<file path="config.mk">
export PLATFORM = sky130hd
export DESIGN_NAME = latch_phase_ctrl_flat
export DESIGN_NICKNAME = d
export VERILOG_FILES = /design/src/rtl/latch_phase_ctrl_if.sv /design/src/rtl/latch_phase_ctrl.sv /design/src/flat_wrapper.sv
export SDC_FILE = /design/constraint.sdc
export NUM_CORES = 1
export LEC_CHECK = 0
export BUFFER_PORTS_ARGS = -buffer_cell sky130_fd_sc_hd__buf_2
export CAP_MARGIN = 30
export CELL_PAD_IN_SITES_DETAIL_PLACEMENT = 1
export CELL_PAD_IN_SITES_GLOBAL_PLACEMENT = 2
export CORE_MARGIN = 4
export CORE_UTILIZATION = 33
export DETAILED_ROUTE_END_ITERATION = 10
export PLACE_DENSITY = 0.89
export SYNTH_ARGS = -nofsm -noshare
export SYNTH_HDL_FRONTEND = slang
export SYNTH_SLANG_ARGS = --single-unit
</file>
<file path="constraint.sdc">
create_clock -name clk -period 2.4 [get_ports clk]
set_input_delay 0.12 -clock clk [delete_from_list [all_inputs] [get_ports clk]]
set_output_delay 0.12 -clock clk [all_outputs]
set_load 0.1 [all_outputs]
</file>
<file path="src/rtl/latch_phase_ctrl_if.sv">
// Run-control and latch-phase bundle for latch_phase_ctrl.
// Run control drives the master side; the phase generator is the slave.
interface latch_phase_ctrl_if #(
  parameter int PH_W  = 4,
  parameter int CNT_W = 16
);
  logic             run;
  logic             step;
  logic [PH_W-1:0]  ph_len;
  logic [PH_W-1:0]  gap_len;
  logic             phi1;
  logic             phi2;
  logic             lat_rst;
  logic             busy;
  logic             step_done;
  logic [CNT_W-1:0] cyc_cnt;

  modport master (
    output run, step, ph_len, gap_len,
    input  phi1, phi2, lat_rst, busy, step_done, cyc_cnt
  );

  modport slave (
    input  run, step, ph_len, gap_len,
    output phi1, phi2, lat_rst, busy, step_done, cyc_cnt
  );
endinterface

</file>
<file path="src/rtl/latch_phase_ctrl.sv">
// Non-overlapping phi1/phi2 latch-enable generator with
// post-reset flush of both latch ranks and run/step control.
module latch_phase_ctrl #(
  parameter int PH_W  = 4,
  parameter int CNT_W = 16
) (
  input logic               clk,
  input logic               rst,
  latch_phase_ctrl_if.slave bus
);
  localparam logic [2:0] S_RST  = 3'd0;
  localparam logic [2:0] S_FL1  = 3'd1;
  localparam logic [2:0] S_FL2  = 3'd2;
  localparam logic [2:0] S_IDLE = 3'd3;
  localparam logic [2:0] S_PH1  = 3'd4;
  localparam logic [2:0] S_GAP1 = 3'd5;
  localparam logic [2:0] S_PH2  = 3'd6;
  localparam logic [2:0] S_GAP2 = 3'd7;

  localparam logic [PH_W-1:0] ONE = PH_W'(1);

  logic [2:0]      state, nstate;
  logic [PH_W-1:0] cnt, ncnt;
  logic [PH_W-1:0] p_len, g_len;
  logic [PH_W-1:0] np, ng;
  logic            mode, nmode;
  logic            step_q;
  logic            step_rise;
  logic            cap;
  logic            done;
  logic            inc;

  assign step_rise = bus.step & ~step_q;
  assign np = (bus.ph_len  == '0) ? ONE : bus.ph_len;
  assign ng = (bus.gap_len == '0) ? ONE : bus.gap_len;

  // Next state; cnt holds remaining cycles of the current phase minus one.
  // mode: 0 = free-running, 1 = single step.
  always_comb begin
    nstate = state;
    ncnt   = cnt;
    nmode  = mode;
    cap    = 1'b0;
    done   = 1'b0;
    inc    = 1'b0;
    unique case (state)
      S_RST:  nstate = S_FL1;
      S_FL1:  nstate = S_FL2;
      S_FL2:  nstate = S_IDLE;
      S_IDLE: begin
        if (bus.run) begin
          nstate = S_PH1;
          nmode  = 1'b0;
          cap    = 1'b1;
        end else if (step_rise) begin
          nstate = S_PH1;
          nmode  = 1'b1;
          cap    = 1'b1;
        end
      end
      S_PH1: begin
        if (cnt == '0) begin
          nstate = S_GAP1;
          ncnt   = g_len - ONE;
        end else begin
          ncnt = cnt - ONE;
        end
      end
      S_GAP1: begin
        if (cnt == '0) begin
          nstate = S_PH2;
          ncnt   = p_len - ONE;
        end else begin
          ncnt = cnt - ONE;
        end
      end
      S_PH2: begin
        if (cnt == '0) begin
          nstate = S_GAP2;
          ncnt   = g_len - ONE;
        end else begin
          ncnt = cnt - ONE;
        end
      end
      S_GAP2: begin
        if (cnt == '0) begin
          inc = 1'b1;
          if (!mode && bus.run) begin
            nstate = S_PH1;
            cap    = 1'b1;
          end else begin
            nstate = S_IDLE;
            done   = mode;
          end
        end else begin
          ncnt = cnt - ONE;
        end
      end
      default: nstate = S_RST;
    endcase
    if (cap) ncnt = np - ONE;
  end

  // State, shadow lengths and outputs registered from the next state.
  always_ff @(posedge clk) begin
    if (!rst) begin
      state         <= S_RST;
      cnt           <= '0;
      mode          <= 1'b0;
      step_q        <= 1'b0;
      p_len         <= ONE;
      g_len         <= ONE;
      bus.phi1      <= 1'b0;
      bus.phi2      <= 1'b0;
      bus.lat_rst   <= 1'b0;
      bus.busy      <= 1'b1;
      bus.step_done <= 1'b0;
      bus.cyc_cnt   <= '0;
    end else begin
      state  <= nstate;
      cnt    <= ncnt;
      mode   <= nmode;
      step_q <= bus.step;
      if (cap) begin
        p_len <= np;
        g_len <= ng;
      end
      if (inc) bus.cyc_cnt <= bus.cyc_cnt + CNT_W'(1);
      bus.phi1      <= (nstate == S_PH1) || (nstate == S_FL1);
      bus.phi2      <= (nstate == S_PH2) || (nstate == S_FL2);
      bus.lat_rst   <= (nstate == S_FL1) || (nstate == S_FL2);
      bus.busy      <= (nstate != S_IDLE);
      bus.step_done <= done;
    end
  end
endmodule

</file>
<file path="src/flat_wrapper.sv">
// flat-port wrapper written by rule: the top's interface ports become plain ports
module latch_phase_ctrl_flat 
#(
  parameter int PH_W  = 4,
  parameter int CNT_W = 16
)
  (clk, rst, bus_run, bus_step, bus_ph_len, bus_gap_len, bus_phi1, bus_phi2, bus_lat_rst, bus_busy, bus_step_done, bus_cyc_cnt);
  latch_phase_ctrl_if #(.PH_W(PH_W), .CNT_W(CNT_W)) bus_i ();
  input logic clk;
  input logic rst;
  input wire logic [$bits(bus_i.run)-1:0] bus_run;
  input wire logic [$bits(bus_i.step)-1:0] bus_step;
  input wire logic [$bits(bus_i.ph_len)-1:0] bus_ph_len;
  input wire logic [$bits(bus_i.gap_len)-1:0] bus_gap_len;
  output wire logic [$bits(bus_i.phi1)-1:0] bus_phi1;
  output wire logic [$bits(bus_i.phi2)-1:0] bus_phi2;
  output wire logic [$bits(bus_i.lat_rst)-1:0] bus_lat_rst;
  output wire logic [$bits(bus_i.busy)-1:0] bus_busy;
  output wire logic [$bits(bus_i.step_done)-1:0] bus_step_done;
  output wire logic [$bits(bus_i.cyc_cnt)-1:0] bus_cyc_cnt;
  assign bus_i.run = bus_run;
  assign bus_i.step = bus_step;
  assign bus_i.ph_len = bus_ph_len;
  assign bus_i.gap_len = bus_gap_len;
  assign bus_phi1 = bus_i.phi1;
  assign bus_phi2 = bus_i.phi2;
  assign bus_lat_rst = bus_i.lat_rst;
  assign bus_busy = bus_i.busy;
  assign bus_step_done = bus_i.step_done;
  assign bus_cyc_cnt = bus_i.cyc_cnt;
  latch_phase_ctrl #(.PH_W(PH_W), .CNT_W(CNT_W)) u_core (.clk(clk), .rst(rst), .bus(bus_i));
endmodule
</file>
[Yosys cells after proc, flatten, opt, wreduce, memory -nomap -nowiden]
Index checks and enable logic that the tools add are counted.
Storage, ports and cells
  bits of input ports: 12
  flip-flop bits (word level): 38
  logic and storage cells: 74
  output and inout bits: 21
Operators by class
  equal/unequal tests: 13
  $add $sub $neg: 5
  reductions and logical operators: 15
  mux-type cells: 24
  bitwise operators: 5
Operators with widths (number)
  $mux W4: 6
  $pmux W3 S8: 1
  $mux W3: 7
  $eq A3 B3 Y1 const B: 6
  $add A16 B1 Y16 const B: 1
  $sub A4 B1 Y4 const B: 4
  $logic_not A4 Y1: 3
  $pmux W4 S3: 1
  $eq A3 B2 Y1 const B: 3
  $mux W1: 8
  $eq A3 B1 Y1 const B: 2
  $ne A3 B2 Y1 const B: 2
  $not A1 Y1: 4
  $reduce_and A2 Y1: 2
  $reduce_bool A4 Y1: 1
  $reduce_or A4 Y1: 1
  $logic_not A3 Y1: 1
  $logic_or A1 B1 Y1: 3
  $pmux W1 S2: 1
  $reduce_bool A2 Y1: 1
  $reduce_or A2 Y1: 1
  $and A1 B1 Y1: 1
  $logic_and A1 B1 Y1: 1
  $logic_not A1 Y1: 1

[Longest topological paths before layout]
Gate-level depths: netlist (run 1).
  depth after elaboration: 7
  mapped depth: 10
  mapped depth without buffers: 7

[Worst setup path after synthesis (run 1)]
No wires, ideal clock.
  kind: register -> register
  start: register u_core.bus.cyc_cnt[3]
  end: register u_core.bus.cyc_cnt[12]
  cell stages (with the launch flop): 6
  data required time: 2333 ps
  setup slack: 220 ps
  clock period less this slack: 2180 ps
  arrival: 2113 ps
  setup time: 67 ps
  path buffers: 0
  cells stage by stage: dfxtp_1 > nand3_1 > nor4_4 > nand4_1 > xor2_1 > nor2_1
On the way
  word-level cells in the longest chain between the ends: 1
Ends and longest elaborated chain
  start: declaration: line latch_phase_ctrl_if.sv:25  | output phi1, phi2, lat_rst, busy, step_done, cyc_cnt
  start signal: assignment: line latch_phase_ctrl.sv:128  | if (inc) bus.cyc_cnt <= bus.cyc_cnt + CNT_W'(1);
  $add A16 B1 Y16: line latch_phase_ctrl.sv:128
No other way between the ends.
A chain may end at the register's enable or synchronous reset.

[Final worst setup path (run 1)]
  start: register u_core.cnt[1]
  end: register u_core.cnt[3]
On the way
  word-level cells in the longest chain between the ends: 5
  elaborated cells on any way between the ends: 12
  classes of those cells: 1 x add/sub; 1 x eq/ne; 7 x mux; 3 x reduce/logical
Ends and longest elaborated chain
  start: declaration: line latch_phase_ctrl.sv:23  | logic [PH_W-1:0] cnt, ncnt;
  start signal: assignment: line latch_phase_ctrl.sv:121  | cnt <= ncnt;
  parallel branches: the longest is 5 deep, another holds $sub A4 B1 Y4
Parallel ways; which one is timed is not known. The select of a mux whose other input is x is not followed.

==> reports/metrics.yaml, run 1 <==
cp.required_ns: 2.59
start_kind: "flip-flop"
synthesis.area_um2: 1880
clk_latency_ns: 0.29
die_y_um: 83.5
post-route-drc-count: 0
rows: 27
grt-ovfl-total: 0
syn_nets: 237
final_cell_mix: "dfxtp_1, buf_2, nand2_1, nor2_1, xor2_1"
yosysWarnings: 0
r2r_slack_ns: 0.16
grt_usage: 0.147
seqPwrFrac: 0.490
antenna_found_initial: 0
p_int_uw: 955
critical_path_peak_fanout: 8
clkPwrFrac: 0.342
ys_seq_elements: 38
ctsHtreeMaxLevel: 2
cts_root_buf: "clkbuf_8"
worstPathArrival_ns: 2.43
syn_inst: 220
clock_path_buffers: 2
drv_slew: 0
finClkSkew_ns: 0.00399
synth-edff-count: 0
synthFlopType: "dfxtp_1"
grt_pass1_wl_mm: 8.42
cts_made_buffers: 5
cellPowerDensity_nw_per_um2: 624
irDropWorstVdd_mv: 0.203
report.power.total_mw: 1.37
ant_nets: 0
fin_crit_ns: 2.24
pin_count: 33
path_clk_slew_ns: 0.08
area_growth_pct: 16.8
power_frac_comb: 0.168
port_buffers: 32
final_cells: 326
seq_area_frac_synth: 0.404
rsz0062_at_grt: "false"
power_switching_share: 0.304
via_count: 1668
crit_path_end_kind: "flip-flop"
hold_class: "in2reg"
die_area_um2: 6980
timing.fmax_ghz: 0.446
gp_congestion: 0.769
post-place-cells: 318
drive_above_1_share: 0.193
setup_tns_ns: 0
relSlewSlack: 0.671
drtIter0Drc: 91
final_nets: 270
ys_types: 44
cap_violations: 0
cts_sinks: 38
cts_tree: "yes"
core-area_um2: 5510
crit_type: "reg2reg"
hold_violations: 0
insertedDiodeCount: 0
grt_max_degree: 23
wl_per_cell_um: 14.9
firstDrtPassIters: 4
p_leak_nw: 0.943
synthArstFlopShare: 0
viasPerCell: 5.12
start_util: 0.342
place_hpwl_mm: 3.57
status: "finished clean"
die_w_um: 83.5
worst_slew_pin_slew_ns: 0.497
p_sw_uw: 417
finalSetupViolCount: 0
routed_wl_mm: 4.87
mostFrequentLayoutCell: "dfxtp_1"
grt_pass1_vias: 1699
syn_area_per_cell_um2: 8.56
fin_crit_sh: 0.934
==> critical path, stage by stage (launching register included) <==
cell      delay (ns)
dfxtp_1         0.32
inv_1           0.10
ha_1            0.26
or3b_1          0.55
or2_4           0.33
o221ai_4        0.29
a221oi_1        0.15
o21a_1          0.13
==> stage by stage <==
stage | worst slack, ns | utilization | hold WS [ns] | cell area [um^2]
floorplan | 0.220 | - | 0.214 | 1880
global placement | 0.207 | 0.377 | 0.342 | 2080
detailed placement | 0.175 | 0.382 | 0.347 | 2100
CTS | 0.146 | 0.399 | 0.0461 | 2200
global route | 0.00997 | 0.399 | 0.0614 | 2200
finish | 0.158 | 0.399 | 0.0492 | 2200
==> layout make-up <==
cell class,instances,area [um^2]
multi-input combinational,161,1000
fill,685,3310
clock buffer,6,82.6
tap,72,90.1
timing repair buffer,36,210
clock inverter,2,12.5
inverter,11,41.3
sequential,38,761
==> power by group through the flow <==
stage	clock network, mW	logic [mW]	registers (mW)
floorplan	0	0.132	0.732
global placement	0	0.219	0.687
detailed placement	0	0.230	0.687
CTS	0.482	0.231	0.672
global route	0.513	0.253	0.676
finish	0.469	0.231	0.672
==> final timing paths <==
| kind | startpoint | to | cells past startpoint |
|---|---|---|---|
| setup reg to reg | u_core.cnt[1]$_SDFFE_PN0P_ | u_core.cnt[3]$_SDFFE_PN0P_ | 7 |
| hold reg to reg | u_core.p_len[3]$_SDFFE_PN0P_ | u_core.p_len[3]$_SDFFE_PN0P_ | 2 |
| hold / removal | bus_step | u_core.step_q$_SDFF_PN0_ | 2 |
| setup / recovery | u_core.cnt[1]$_SDFFE_PN0P_ | u_core.cnt[3]$_SDFFE_PN0P_ | 7 |
==> state kept, by name, summed over array words and instances (netlist names), 3 cells and up <==
register	count
u_core.g_len	4
u_core.state	3
u_core.p_len	4
u_core.bus.cyc_cnt	16
u_core.cnt	4
==> routing by layer <==
layer / wire length, um / track usage
met1: 2310 / 0.191
met2: 2290 / 0.241
met3: 197 / 0.0375
met4: 65 / 0.0439
met5: 0 / 0
==> synthesized netlist by cell type, types with 5 or more instances <==
library cell  count  area [um^2]
and3_1            5         31.3
nor3_1            8         40.0
inv_1            11         41.3
buf_6             5         56.3
dfxtp_1          38          761
nand3_1          11         55.1
nor2_1           25         93.8
ha_1              5         62.6
nand2_1          26         97.6
a21oi_1          15         75.1
xor2_1           17          149
==> logic make-up after synthesis <==
family                     synth area share
and+or+nand+nor                       0.254
AOI/OAI and AO/OA                     0.142
DFF                                   0.404
xor gates and xnor gates             0.0977
buffers and inverters                0.0638
adders and majority gates            0.0332
muxes                               0.00532
==> what timing repair did <==
item,4_1_cts,5_1_grt
resized for setup,0,1
setup endpoints to repair,0,2
hold buffers,0,0
buffers inserted,0,0
(Power assumes the default switching activity.)
==> inputs of run 2 (changes only) <==
--- a/config.mk
+++ b/config.mk
@@ -6,12 +6,12 @@
 export NUM_CORES = 1
 export LEC_CHECK = 0
-export BUFFER_PORTS_ARGS = -buffer_cell sky130_fd_sc_hd__buf_2
 export CAP_MARGIN = 30
 export CELL_PAD_IN_SITES_DETAIL_PLACEMENT = 1
 export CELL_PAD_IN_SITES_GLOBAL_PLACEMENT = 2
-export CORE_MARGIN = 4
-export CORE_UTILIZATION = 33
+export CORE_MARGIN = 1
+export CORE_UTILIZATION = 37
 export DETAILED_ROUTE_END_ITERATION = 10
-export PLACE_DENSITY = 0.89
+export DONT_BUFFER_PORTS = 1
+export PLACE_DENSITY = 0.88
 export SYNTH_ARGS = -nofsm -noshare
 export SYNTH_HDL_FRONTEND = slang
==> constraint.sdc (replaced) <==
create_clock -name clk -period 2.4 [get_ports clk]
set_input_delay 0.12 -clock clk [delete_from_list [all_inputs] [get_ports clk]]
set_output_delay 0.12 -clock clk [all_outputs]
set_load 0.005 [all_outputs]
==> reports/metrics.yaml, run 2 (synthesis results as in run 1) <==
status: "finished clean"  # unchanged
cp_cell_sequence: "inv_1, ha_1, or3b_1, or2_4, o221ai_4, a221oi_1, o21a_1"  # unchanged
pin_count: 33  # unchanged
grt_usage: 0.188  # was 0.147
cellPowerDensity_nw_per_um2: 700  # was 624 nW/um^2
cp.required_ns: 2.59  # about the same
final_cell_mix: "dfxtp_1, nand2_1, nor2_1, xor2_1, a21oi_1"  # was dfxtp_1, buf_2, nand2_1, nor2_1, xor2_1
setup_tns_ns: 0  # unchanged
grt_pass1_wl_mm: 7.69  # was 8.42 mm
grt-ovfl-total: 0  # unchanged
firstDrtPassIters: 4  # unchanged
drtIter0Drc: 42  # was 91
mostFrequentLayoutCell: "dfxtp_1"  # unchanged
p_leak_nw: 0.832  # was 0.943 nW
rsz0062_at_grt: "false"  # unchanged
cts-resized-gates: 0  # unchanged
rr_worst_depth: 7  # unchanged
cpMaxStageDelayCell: "or3b_1"  # unchanged
timing.fmax_ghz: 0.451  # was 0.446 GHz
die_w_um: 73.3  # was 83.5 um
grt_max_degree: 22  # was 23
crit_type: "reg2reg"  # unchanged
ctsHtreeMaxLevel: 2  # unchanged
cts_sinks: 38  # unchanged
insertedDiodeCount: 0  # unchanged
finalSetupViolCount: 0  # unchanged
largest_reg_flops: 16  # unchanged
final_nets: 246  # was 270
cts_root_buf: "clkbuf_8"  # unchanged
die_y_um: 73.3  # was 83.5 um
via_count: 1557  # was 1668
die_area_um2: 5380  # was 6980 um^2
timing.rr.start: "u_core.cnt[0]$_SDFFE_PN0P_"  # was u_core.cnt[1]$_SDFFE_PN0P_
hold_violations: 0  # unchanged
grt_pass1_vias: 1594  # was 1699
critical_path_peak_fanout: 8  # unchanged
worstPathArrival_ns: 2.41  # was 2.43 ns
worst_slew_pin_slew_ns: 0.654  # was 0.497 ns
start_util: 0.391  # was 0.342
irDropWorstVdd_mv: 0.466  # was 0.203 mV
area_growth_pct: 13.6  # was 16.8%
clock_path_buffers: 2  # unchanged
holdPathStages: 2  # unchanged
place_hpwl_mm: 3.16  # was 3.57 mm
dpl-instance-area_um2: 1910  # was 2100 um^2
hold_class: "in2reg"  # unchanged
fin_crit_ns: 2.22  # was 2.24 ns
antenna_found_initial: 0  # unchanged
ant_nets: 0  # unchanged
relSlewSlack: 0.563  # was 0.671
gp_congestion: 0.803  # was 0.769
port_buffers: 0  # was 32
crit_path_end_kind: "flip-flop"  # unchanged
wl_per_cell_um: 15.0  # was 14.9 um
start_kind: "flip-flop"  # unchanged
fin_crit_sh: 0.924  # was 0.934
cts_made_buffers: 5  # unchanged
drive_above_1_share: 0.0696  # was 0.193
cap_violations: 0  # unchanged
cts_tree: "yes"  # unchanged
fillers: 606  # was 685
min_to: "u_core.g_len[0]$_SDFFE_PN1P_"  # was u_core.step_q$_SDFF_PN0_
worst_hold_startpoint: "bus_gap_len[0]"  # was bus_step
timing.rr.end: "u_core.cnt[3]$_SDFFE_PN0P_"  # unchanged
path_clk_slew_ns: 0.08  # about the same
r2r_slack_ns: 0.18  # was 0.16 ns
core-area_um2: 4820  # was 5510 um^2
fin_area_um2: 2140  # was 2200 um^2
finClkSkew_ns: 0.00426  # was 0.00399 ns
post-route-drc-count: 0  # unchanged
viasPerCell: 5.24  # was 5.12
critPathMaxStageDelay_ns: 0.54  # was 0.55 ns
top_register: "u_core.bus.cyc_cnt"  # unchanged
clk_latency_ns: 0.29  # about the same
drv_slew: 0  # unchanged
rows: 25  # was 27
routed_wl_mm: 4.45  # was 4.87 mm
## run 2: worst max-delay path: cells and delay by family (launching register included)
kind,cells,cell delay [ns]
AOI/OAI and AO/OA,3,0.58
buffers and inverters,1,0.08
adders and majority gates,1,0.25
DFF,1,0.35
and+or+nand+nor,2,0.86
## run 2: what timing repair did
item                      4_1_cts  5_1_grt
setup buffers                   0        0
hold endpoints to repair       15        0
hold buffers                    9        0
## run 2: routing by layer
layer / vias up / wire length (um) / GRT usage
li1: 776 / - / -
met1: 745 / 2160 / 0.253
met2: 29 / 2040 / 0.293
met3: 7 / 190 / 0.0480
met4: 0 / 56 / 0.0641
met5: - / 0 / 0
## run 2: how the worst max path moves through the flow
stage                                     startpoint                         end  slack, ns  depth (start not counted)
after floorplan           u_core.cnt[0]$_SDFFE_PN0P_  u_core.cnt[3]$_SDFFE_PN0P_       0.48                          8
after global placement    u_core.cnt[0]$_SDFFE_PN0P_  u_core.cnt[1]$_SDFFE_PN0P_       0.24                          7
after detailed placement  u_core.cnt[0]$_SDFFE_PN0P_  u_core.bus.phi1$_SDFF_PN0_       0.19                          7
after CTS                 u_core.cnt[0]$_SDFFE_PN0P_  u_core.cnt[3]$_SDFFE_PN0P_       0.18                          7
after global routing      u_core.cnt[0]$_SDFFE_PN0P_  u_core.bus.phi1$_SDFF_PN0_       0.03                          7
final                     u_core.cnt[0]$_SDFFE_PN0P_  u_core.cnt[3]$_SDFFE_PN0P_       0.18                          7
## run 2: report_power, final
part | switching [mW] | leakage [nW] | internal (mW)
sequential | 0.0266 | 0.309 | 0.652
combinational | 0.0893 | 0.455 | 0.0644
clock | 0.248 | 0.0683 | 0.417
## run 2: final cells by class
| class | instances | area (um^2) | share of cell area |
|---|---|---|---|
| Inverter | 11 | 41.3 | 0.0193 |
| Multi-Input combinational cell | 161 | 1000 | 0.469 |
| Timing Repair Buffer | 12 | 113 | 0.0527 |
| Clock buffer | 5 | 68.8 | 0.0322 |
| Sequential cell | 38 | 761 | 0.356 |
| Clock inverter | 3 | 68.8 | 0.0322 |
| Tap cell | 67 | 83.8 | 0.0392 |
## run 2: through the flow
step | power [mW] | hold slack, ns | utilization | worst slack [ns] | std cells
global route | 1.57 | 0.0406 | 0.444 | 0.0255 | 297
CTS | 1.52 | 0.00805 | 0.444 | 0.182 | 297
floorplan | 0.813 | 0.214 | - | 0.477 | 220
finish | 1.50 | 0.0336 | 0.444 | 0.183 | 297
global placement | 0.831 | 0.212 | 0.397 | 0.242 | 280
detailed placement | 0.834 | 0.218 | 0.397 | 0.190 | 280
